--- src/rtl/drum_mult_pipe.sv ---
// DRUM-style approximate multiplier: operands truncated to K significant bits, multiplied, re-shifted.
// Latency 3 cycles from the accept cycle to out_valid; throughput one pair per cycle.
// Backpressure: every stage holds while its successor is full and stalled; in_ready = ~s1_vld | s1 advance.
module drum_mult_pipe #(
    parameter int W     = 32,
    parameter int K     = 6,
    parameter int TAG_W = 4
) (
    input  logic               clk,
    input  logic               rst_n,
    input  logic               in_valid,
    output logic               in_ready,
    input  logic [W-1:0]       in_a,
    input  logic [W-1:0]       in_b,
    input  logic               in_signed,
    input  logic [TAG_W-1:0]   in_tag,
    output logic               out_valid,
    input  logic               out_ready,
    output logic [2*W-1:0]     out_p,
    output logic [TAG_W-1:0]   out_tag
);

    localparam int TW = $clog2(W);

    // Leading-one search: returns {found, position}; the highest set bit wins.
    function automatic logic [TW:0] lead_one(input logic [W-1:0] v);
        logic [TW:0] res;
        res = '0;
        for (int i = 0; i < W; i++) begin
            if (v[i]) res = {1'b1, TW'(i)};
        end
        return res;
    endfunction

    // Keep the K bits below and including the leading one, force the kept LSB to 1
    // (unbiasing); operands already narrower than K bits pass through exactly.
    // Returns {shift, op}.
    function automatic logic [TW+K-1:0] trunc_op(input logic [W-1:0] v, input logic [TW-1:0] t);
        logic [K-1:0]  op;
        logic [TW-1:0] sh;
        if ({1'b0, t} >= (TW+1)'(K)) begin
            sh = t - TW'(K - 1);
            op = K'(v >> sh) | K'(1);
        end else begin
            sh = '0;
            op = v[K-1:0];
        end
        return {sh, op};
    endfunction

    // Stage enables: a stage loads when it is empty or its contents move on this edge.
    logic w_s1_en, w_s2_en, w_s3_en;
    logic r_s1_vld, r_s2_vld, r_s3_vld;

    assign w_s3_en   = ~r_s3_vld | out_ready;
    assign w_s2_en   = ~r_s2_vld | w_s3_en;
    assign w_s1_en   = ~r_s1_vld | w_s2_en;
    assign in_ready  = w_s1_en;
    assign out_valid = r_s3_vld;

    // ---------------- Stage 1: magnitude, sign, leading-one positions
    logic [W-1:0]  w_mag_a, w_mag_b;
    logic [TW:0]   w_lo_a, w_lo_b;
    logic          w_zero, w_neg;

    // Magnitudes are W-bit unsigned so the most negative value maps to 2^(W-1).
    always_comb begin
        w_mag_a = (in_signed && in_a[W-1]) ? (~in_a + W'(1)) : in_a;
        w_mag_b = (in_signed && in_b[W-1]) ? (~in_b + W'(1)) : in_b;
        w_lo_a  = lead_one(w_mag_a);
        w_lo_b  = lead_one(w_mag_b);
        w_zero  = ~w_lo_a[TW] | ~w_lo_b[TW];
        // A zero product is always reported positive.
        w_neg   = in_signed & (in_a[W-1] ^ in_b[W-1]) & ~w_zero;
    end

    logic [W-1:0]     r_s1_mag_a, r_s1_mag_b;
    logic [TW-1:0]    r_s1_ta, r_s1_tb;
    logic             r_s1_neg, r_s1_zero;
    logic [TAG_W-1:0] r_s1_tag;

    // Stage 1 register: capture an accepted operand pair.
    always_ff @(posedge clk or negedge rst_n) begin
        if (!rst_n) begin
            r_s1_vld   <= 1'b0;
            r_s1_mag_a <= '0;
            r_s1_mag_b <= '0;
            r_s1_ta    <= '0;
            r_s1_tb    <= '0;
            r_s1_neg   <= 1'b0;
            r_s1_zero  <= 1'b0;
            r_s1_tag   <= '0;
        end else if (w_s1_en) begin
            r_s1_vld <= in_valid;
            if (in_valid) begin
                r_s1_mag_a <= w_mag_a;
                r_s1_mag_b <= w_mag_b;
                r_s1_ta    <= w_lo_a[TW-1:0];
                r_s1_tb    <= w_lo_b[TW-1:0];
                r_s1_neg   <= w_neg;
                r_s1_zero  <= w_zero;
                r_s1_tag   <= in_tag;
            end
        end
    end

    // ---------------- Stage 2: truncate to K bits, K x K multiply, shift sum
    logic [TW+K-1:0] w_tr_a, w_tr_b;
    logic [2*K-1:0]  w_m;
    logic [TW:0]     w_s;

    // Product of the truncated mantissas; total shift never exceeds 2(W-K).
    always_comb begin
        w_tr_a = trunc_op(r_s1_mag_a, r_s1_ta);
        w_tr_b = trunc_op(r_s1_mag_b, r_s1_tb);
        w_m    = {{K{1'b0}}, w_tr_a[K-1:0]} * {{K{1'b0}}, w_tr_b[K-1:0]};
        w_s    = {1'b0, w_tr_a[TW+K-1:K]} + {1'b0, w_tr_b[TW+K-1:K]};
    end

    logic [2*K-1:0]   r_s2_m;
    logic [TW:0]      r_s2_s;
    logic             r_s2_neg, r_s2_zero;
    logic [TAG_W-1:0] r_s2_tag;

    // Stage 2 register: mantissa product and combined shift.
    always_ff @(posedge clk or negedge rst_n) begin
        if (!rst_n) begin
            r_s2_vld  <= 1'b0;
            r_s2_m    <= '0;
            r_s2_s    <= '0;
            r_s2_neg  <= 1'b0;
            r_s2_zero <= 1'b0;
            r_s2_tag  <= '0;
        end else if (w_s2_en) begin
            r_s2_vld <= r_s1_vld;
            if (r_s1_vld) begin
                r_s2_m    <= w_m;
                r_s2_s    <= w_s;
                r_s2_neg  <= r_s1_neg;
                r_s2_zero <= r_s1_zero;
                r_s2_tag  <= r_s1_tag;
            end
        end
    end

    // ---------------- Stage 3: shift back, apply sign
    logic [2*W-1:0] w_r, w_p;

    // m < 2^(2K) and s <= 2W-2K, so the shift cannot overflow 2W bits.
    always_comb begin
        w_r = {{(2*W-2*K){1'b0}}, r_s2_m} << r_s2_s;
        if (r_s2_zero)
            w_p = '0;
        else if (r_s2_neg)
            w_p = ~w_r + (2*W)'(1);
        else
            w_p = w_r;
    end

    // Output register: holds its result until the consumer takes it.
    always_ff @(posedge clk or negedge rst_n) begin
        if (!rst_n) begin
            r_s3_vld <= 1'b0;
            out_p    <= '0;
            out_tag  <= '0;
        end else if (w_s3_en) begin
            r_s3_vld <= r_s2_vld;
            if (r_s2_vld) begin
                out_p   <= w_p;
                out_tag <= r_s2_tag;
            end
        end
    end

endmodule

--- config.mk ---
export PLATFORM = sky130hd
export DESIGN_NAME = drum_mult_pipe
export DESIGN_NICKNAME = d
export VERILOG_FILES = /design/src/rtl/drum_mult_pipe.sv
export SDC_FILE = /design/constraint.sdc
export NUM_CORES = 1
export LEC_CHECK = 0
export CAP_MARGIN = 20
export CORE_MARGIN = 2
export CORE_UTILIZATION = 56
export DETAILED_ROUTE_END_ITERATION = 7
export PLACE_DENSITY = 0.75
export SETUP_SLACK_MARGIN = 0.02
export SYNTH_ARGS = -nofsm -noshare
export SYNTH_HDL_FRONTEND = slang
export SYNTH_SLANG_ARGS = --single-unit
--- constraint.sdc ---
create_clock -name clk -period 16.55 [get_ports clk]
set_clock_uncertainty 0.2 [all_clocks]
set_input_delay 1.655 -clock clk [delete_from_list [all_inputs] [get_ports clk]]
set_output_delay 1.655 -clock clk [all_outputs]
set_load 0.005 [all_outputs]
==> key figures, run 1 <==
Run status
  • Status: complete, no violations

Die
  • Die Ht: 173 um
  • Die area: 0.0301 mm^2
  • Top Ports: 143
  • Row count: 61
  • Core area: 0.0280 mm^2
  • Initial core utilization: 0.573
  • Die width: 173 um

Finish
  • Area grow syn2layout: 13.8%
  • ANT cells: 0
  • Reg area: 0.00438 mm^2
  • Commonest non-fill, non-tap cell in the layout: nand2_1
  • Final std cells w/o fill: 2434
  • Post-layout nets: 2168
  • Area of the multi-input gates: 0.0109 mm^2
  • Share of layout cells above drive strength 1: 0.0875
  • Fillers: 2427
  • Commonest cells after routing, fill and taps aside: nand2_1 (309), o21ai_0 (192), nor2_1 (174), dfrtp_1 (174), clkdlybuf4s50_1 (141)

Routing
  • Initial drt markers: 1413
  • Routed Antenna Nets: 0
  • Vias: 15500
  • Wire per inst: 19.7 um
  • DRT Pass-1 Iters: 5
  • Wire length on met3: 2.93 mm
  • DRC viols: 0
  • Met2 WL: 23.6 mm
  • Uppermost routed layer: met4
  • Total wire length: 47.8 mm
  • Met1 WL: 19.5 mm
  • Vias per cell: 6.35

Placed design
  • Setup WS pre-CTS: 9.20 ns
  • DP Cell Count: 2401
  • Buffers on Ports: 142
  • DP HPWL: 35.9 mm
  • Routability congestion estimate: 0.925

Setup path
  • Worst reg2reg path endpoint: r_s2_m[11]
  • Crit Reg-Reg Startpoint: r_s1_ta[0]
  • Worst setup path startpoint: r_s1_ta[0]
  • Reg-to-reg slack, setup: 9.17 ns
  • Worst reg-to-reg path cell count: 26
  • Worst Setup EP: r_s2_m[11]
  • CP Max Fanout: 31
  • Crit path capture type: flip-flop
  • Type of origin of the critical path: flip-flop
  • CP arrival: 7.48 ns
  • CP Class: flip-flop to flip-flop
  • WP data required: 16.65 ns

Yosys
  • Synth Register Bits: 175
  • Syn Std Cell Area: 0.0161 mm^2
  • Synth warnings: 0
  • Synth top area share: 0.273
  • Synth Net Count: 2117
  • Synth Flop Type: dfrtp_1
  • Seq/Total Area, Yosys: 0.273
  • Distinct cell type count after synthesis: 89
  • Avg Synthesized Cell Area: 8.06 um^2
  • Number of flops mapped to enable cells by yosys: 0
  • Post-Synthesis Cells: 1992
  • Synth area leader: dfrtp_1
  • Most area-consuming cells after synthesis: dfrtp_1 (27%), nand2_1 (7.3%), mux4_2 (6.3%)
  • Asr flop ratio synth: 1.00

Clocking
  • Num CTS Buffers: 17
  • H-tree Lvls: 4
  • CTS root buffer: clkbuf_16
  • CTS tree: done
  • Clk sinks: 175
  • # Post-CTS Setup Buffers: 0
  • Reg clk slew, reported paths: 0.07 ns
  • Clk_lat worst skew: 0.44 ns
  • Post-CTS Hold Fix Bufs: 0
  • Resize count post-CTS: 0
  • Longest Clk Path Bufs: 2

Pwr
  • Sw frac: 0.489
  • Reg power frac: 0.200
  • Peak VDD IR: 0.000146 V
  • Internal: 1.71 mW
  • Clock power frac: 0.128
  • PwrDens: 183 mW/mm^2
  • Gate power share: 0.672
  • Switching pwr: 1.63 mW
  • Pleak: 7.39 nW

STA
  • Slew @ Worst Pin: 1.05 ns
  • RSZ-0062 raised after global routing: false
  • Slew Limit Fails: 0
  • Setup-failing EPs final: 0
  • Max frequency: 136 MHz
  • Slew margin rel.: 0.295
  • Period utilization: 0.446
  • Sum Neg Setup Slack: 0 ns
  • Final Hold Fails: 0
  • Min Clock Period, post-route: 7.38 ns
  • Setup slack after layout: 9.17 ns

Global routing
  • Antenna violations before repair: 0
  • Number of global-route vias before repair: 14400
  • Largest net degree at the start of global routing: 104
  • Global-route wire length before repair: 76.9 mm
  • Grt ovf: 0
  • GRT Total Usage: 0.313

Job
  • Max Cap Viol: 0

Worst hold path
  • Hold Crit Class: flip-flop to flip-flop
==> through the flow <==
step           power, mW  utilization  hold slack (ns)  area (um^2)
2_1_floorplan       2.19            -            0.233        16100
3_3_place_gp        2.82        0.629            0.247        17600
3_5_place_dp        2.86        0.630            0.250        17600
4_1_cts             3.31        0.652            0.271        18300
5_1_grt             3.58        0.652            0.299        18300
6_report            3.34        0.652            0.270        18300
==> flip-flops by register name (all words and copies together), names as in the netlist <==
register	cells
r_s1_tag	4
r_s1_tb	5
out_valid	1
r_s2_vld	1
r_s2_zero	1
r_s2_neg	1
r_s1_neg	1
r_s1_ta	5
r_s2_s	6
r_s2_tag	4
r_s1_vld	1
out_p	64
r_s1_mag_a	32
r_s1_zero	1
out_tag	4
r_s2_m	12
r_s1_mag_b	32
==> metal layers <==
layer  up-vias  GRT usage
li1       7313          -
met2       689      0.541
met3       121     0.0333
met1      7342      0.402
met4         0      0.127
met5         -          0
==> final cells by class <==
| cell class | instances | area share |
|---|---|---|
| clock buffers | 21 | 0.0263 |
| multi-input cells | 1617 | 0.597 |
| inverters | 60 | 0.0123 |
| well taps | 378 | 0.0259 |
| repair buffers | 172 | 0.0906 |
| clock inverters | 11 | 0.00788 |
| flip-flops and latches | 175 | 0.240 |
==> power groups by stage <==
stage	clock network (mW)	registers (mW)	logic, mW
global placement	0	0.666	2.16
detailed placement	0	0.672	2.19
finish	0.426	0.667	2.24
floorplan	0	0.626	1.57
global route	0.448	0.681	2.45
CTS	0.430	0.664	2.21
==> cells by family after synthesis <==
group,count (synthesis),share of synthesized area
and+or+nand+nor,743,0.214
AOI/OAI and AO/OA,563,0.225
buffers and inverters,200,0.0491
DFF,175,0.273
muxes,135,0.122
xor gates and xnor gates,124,0.0676
adders and majority gates,52,0.0489
==> critical path, cell delays in order (launching register included) <==
cell	delay, ns
dfrtp_1	0.32
buf_4	0.35
inv_1	0.36
ha_1	0.78
buf_4	0.40
mux2_2	0.39
nor2_1	0.09
a211oi_1	0.06
a211oi_1	0.27
a211oi_1	0.11
a21oi_1	0.19
nor2_1	0.05
a21oi_1	0.45
or2_2	0.22
fa_1	0.40
fa_1	0.47
fa_1	0.54
inv_1	0.04
ha_1	0.33
a21o_1	0.17
a21oi_1	0.24
o21bai_1	0.09
a21oi_1	0.23
o21bai_1	0.09
a21oi_1	0.17
xnor2_1	0.13
o21ai_0	0.08
==> cells in the mapped netlist (8+ instances only) <==
cell type  number
and2_1         25
nand2b_1       24
o22ai_1        14
o31ai_1        25
o21ai_0       192
a22o_1         16
or3_1          16
ha_1           34
nor2b_1        21
xnor2_1        69
nand2_1       311
nand3_1        42
a31oi_1        27
a21oi_1       113
a211o_1         8
fa_1           18
a32o_1          9
or2_2          14
nor4_1         12
clkbuf_1      118
dfrtp_1       175
and3_1          9
a211oi_1       18
mux2i_1        57
nor2_1        175
mux4_2         45
xor2_1         55
a21o_1         15
o21a_1          8
nand4_1        19
nor3_1         39
inv_1          56
a32oi_1        11
o211ai_1       14
mux2_2         31
buf_1          14
==> worst min-delay path by stage <==
stage / start / end / slack [ns] / depth (start not counted)
final: out_p[14] / out_p[14] / 0.27 / 2
after global placement: r_s2_tag[3] / out_tag[3] / 0.25 / 2
after global routing: r_s1_tag[0] / r_s1_tag[0] / 0.30 / 2
after detailed placement: r_s2_tag[3] / out_tag[3] / 0.25 / 2
after floorplan: r_s2_tag[0] / out_tag[0] / 0.23 / 2
after CTS: out_p[14] / out_p[14] / 0.27 / 2
(Power assumes the default switching activity.)
==> run 2: changes to the inputs <==
Clock period 16.55 ns to 7.5 ns, I/O delays scaled along.
==> run 2 against run 1 <==
Effect of this change:
- critical endpoint unchanged
- critical path type unchanged
- hold slack worse by 0.18 ns
- non-clock buffer count rose by 4
- register-to-register slack got worse by 8.4 ns
- critical path depth fell by 2
- worst setup slack worse by 8.4 ns
==> key figures, run 2 (synthesis results as in run 1) <==
Clocking
  • # Post-CTS Setup Buffers: 0 (unchanged)
  • CTS root buffer: clkbuf_16 (unchanged)
  • Num CTS Buffers: 17 (unchanged)
  • H-tree Lvls: 4 (unchanged)
  • Resize count post-CTS: 0 (unchanged)
  • Longest Clk Path Bufs: 2 (unchanged)
  • Clk sinks: 175 (unchanged)
  • CTS tree: done (unchanged)
  • Reg clk slew, reported paths: 0.07 ns (about the same)
  • Clk_lat worst skew: 0.44 ns (about the same)
  • Post-CTS Hold Fix Bufs: 0 (unchanged)

Routing
  • Initial drt markers: 1493 (was 1413)
  • Routed Antenna Nets: 0 (unchanged)
  • Vias per cell: 6.42 (was 6.35)
  • Wire per inst: 19.7 um (about the same)
  • Total wire length: 48.1 mm (was 47.8 mm)
  • DRT Pass-1 Iters: 6 (was 5)
  • Vias: 15700 (was 15500)
  • DRC viols: 0 (unchanged)

Placed design
  • DP Cell Count: 2404 (was 2401)
  • DP HPWL: 36.3 mm (was 35.9 mm)
  • Setup WS pre-CTS: 0.837 ns (was 9.20 ns)
  • Buffers on Ports: 142 (unchanged)
  • Routability congestion estimate: 0.971 (was 0.925)

Die
  • Row count: 61 (unchanged)
  • Top Ports: 143 (unchanged)
  • Initial core utilization: 0.573 (unchanged)
  • Core area: 0.0280 mm^2 (unchanged)
  • Die area: 0.0301 mm^2 (unchanged)
  • Die width: 173 um (unchanged)
  • Die Ht: 173 um (unchanged)

Pwr
  • Peak VDD IR: 0.000273 V (was 0.000146 V)
  • Reg power frac: 0.200 (about the same)
  • Gate power share: 0.673 (was 0.672)
  • Clock power frac: 0.127 (was 0.128)
  • Switching pwr: 3.64 mW (was 1.63 mW)
  • Internal: 3.76 mW (was 1.71 mW)
  • PwrDens: 404 mW/mm^2 (was 183 mW/mm^2)
  • Pleak: 7.41 nW (was 7.39 nW)
  • Sw frac: 0.492 (was 0.489)

Setup path
  • Crit path capture type: flip-flop (unchanged)
  • Crit path max-delay cell type: ha_1 (unchanged)
  • WP data required: 7.61 ns (was 16.65 ns)
  • Worst-path cell chain: inv_1 -> ha_1 -> buf_4 -> mux2i_1 -> mux4_2 -> nor2_1 -> a41o_1 -> a21oi_1 -> nor2_1 -> a21oi_1 -> or2_2 -> fa_1 -> fa_1 -> fa_1 -> inv_1 -> ha_1 -> a21o_1 -> a21oi_1 -> o21bai_1 -> a21oi_1 -> o21bai_1 -> a21oi_1 -> xnor2_1 -> o21ai_0
  • Slowest stage delay, CP: 0.85 ns (was 0.78 ns)
  • Crit-path most repeated cell: a21oi_1 (unchanged)
  • CP Max Fanout: 20 (was 31)
  • Type of origin of the critical path: flip-flop (unchanged)
  • CP Class: flip-flop to flip-flop (unchanged)
  • CP arrival: 6.82 ns (was 7.48 ns)
  • Worst reg-to-reg path cell count: 24 (was 26)

Run status
  • Status: complete, no violations (unchanged)

STA
  • Slew Limit Fails: 0 (unchanged)
  • Setup slack after layout: 0.795 ns (was 9.17 ns)
  • Max frequency: 149 MHz (was 136 MHz)
  • Period utilization: 0.894 (was 0.446)
  • RSZ-0062 raised after global routing: false (unchanged)
  • Final Hold Fails: 0 (unchanged)
  • Sum Neg Setup Slack: 0 ns (unchanged)
  • Slew @ Worst Pin: 1.06 ns (was 1.05 ns)
  • Min Clock Period, post-route: 6.71 ns (was 7.38 ns)
  • Slew margin rel.: 0.295 (about the same)
  • Setup-failing EPs final: 0 (unchanged)

Finish
  • Fillers: 2439 (was 2427)
  • Most flops, register: out_p (unchanged)
  • Area grow syn2layout: 13.9% (was 13.8%)
  • Share of layout cells above drive strength 1: 0.0893 (was 0.0875)
  • Post-layout nets: 2172 (was 2168)
  • Biggest regs: out_p (64), r_s1_mag_a (32), r_s1_mag_b (32) (unchanged)
  • Max reg flops: 64 (unchanged)
  • Commonest non-fill, non-tap cell in the layout: nand2_1 (unchanged)
  • Commonest cells after routing, fill and taps aside: nand2_1 (309), o21ai_0 (192), nor2_1 (174), dfrtp_1 (174), clkdlybuf4s50_1 (141) (unchanged)
  • ANT cells: 0 (unchanged)
  • Final std cells w/o fill: 2438 (was 2434)

Job
  • Max Cap Viol: 0 (unchanged)

Global routing
  • GRT Total Usage: 0.317 (was 0.313)
  • Global-route wire length before repair: 78.0 mm (was 76.9 mm)
  • Largest net degree at the start of global routing: 78 (was 104)
  • Grt ovf: 0 (unchanged)
  • Number of global-route vias before repair: 14700 (was 14400)
  • Antenna violations before repair: 0 (unchanged)

Worst hold path
  • Hold Crit Class: primary input to asynchronous set/reset pin (was flip-flop to flip-flop)
==> run 2: cell types whose count changed in the layout (fill, tap and decap cells not counted) <==
cell,before,now
clkinv_2,0,1
buf_16,0,1
clkbuf_8,4,1
buf_8,1,0
inv_8,2,4
buf_4,29,33
==> run 2: metal layers <==
metal	routed length [um]	vias to the layer above	track usage	part of all wire
met3	3150	153	0.0401	0.066
met1	19700	7440	0.412	0.41
li1	-	7306	-	-
met5	0	-	0	0
met4	2090	0	0.141	0.043
met2	23200	758	0.533	0.48
==> run 2: layout make-up <==
type                       count  area (um^2)  share of cell area
timing repair buffer         176         1700              0.0928
multi-input combinational   1617        10900               0.596
sequential                   175         4380               0.239
clock inverter                14          171             0.00937
inverter                      60          225              0.0123
clock buffer                  18          439              0.0240
tap                          378          473              0.0258
==> run 2: path summary, 6_finish.rpt <==
kind	startpoint	end	slack (ns)
max in group asynchronous	rst_n	r_s1_mag_b[6]	5.83
min in group clk	r_s2_tag[0]	out_tag[0]	0.26
worst min register to register	r_s2_tag[0]	out_tag[0]	0.26
worst min-delay path	rst_n	out_p[38]	0.09
worst max-delay path	r_s1_ta[1]	r_s2_m[11]	0.79
worst max register to register	r_s1_ta[1]	r_s2_m[11]	0.79
==> run 2: metrics by stage <==
stage | instance area (um^2) | total power, mW | hold WS, ns | util
after global routing | 18300 | 7.92 | 0.160 | 0.653
after global placement | 17700 | 6.24 | 0.245 | 0.630
after detailed placement | 17700 | 6.34 | 0.255 | 0.630
final | 18300 | 7.39 | 0.0920 | 0.653
after floorplan | 16100 | 4.84 | 0.233 | -
after CTS | 18300 | 7.30 | 0.127 | 0.652
==> run 2: worst max-delay path, delay by kind of cell, from the launching register on <==
kind | cells | cell delay (ns)
adder cells (fa/ha/maj) | 5 | 2.66
buffers and inverters | 3 | 0.41
flip-flops | 1 | 0.40
XOR/XNOR | 1 | 0.13
multiplexers | 2 | 0.47
AND/OR/NAND/NOR | 3 | 0.34
AO/OA/AOI/OAI | 10 | 1.96
==> run 2: power groups by stage <==
stage	Combinational (mW)	Sequential [mW]	Clock (mW)
floorplan	3.46	1.38	0
global placement	4.74	1.50	0
detailed placement	4.83	1.51	0
CTS	4.86	1.50	0.944
global route	5.42	1.52	0.984
finish	4.98	1.48	0.936
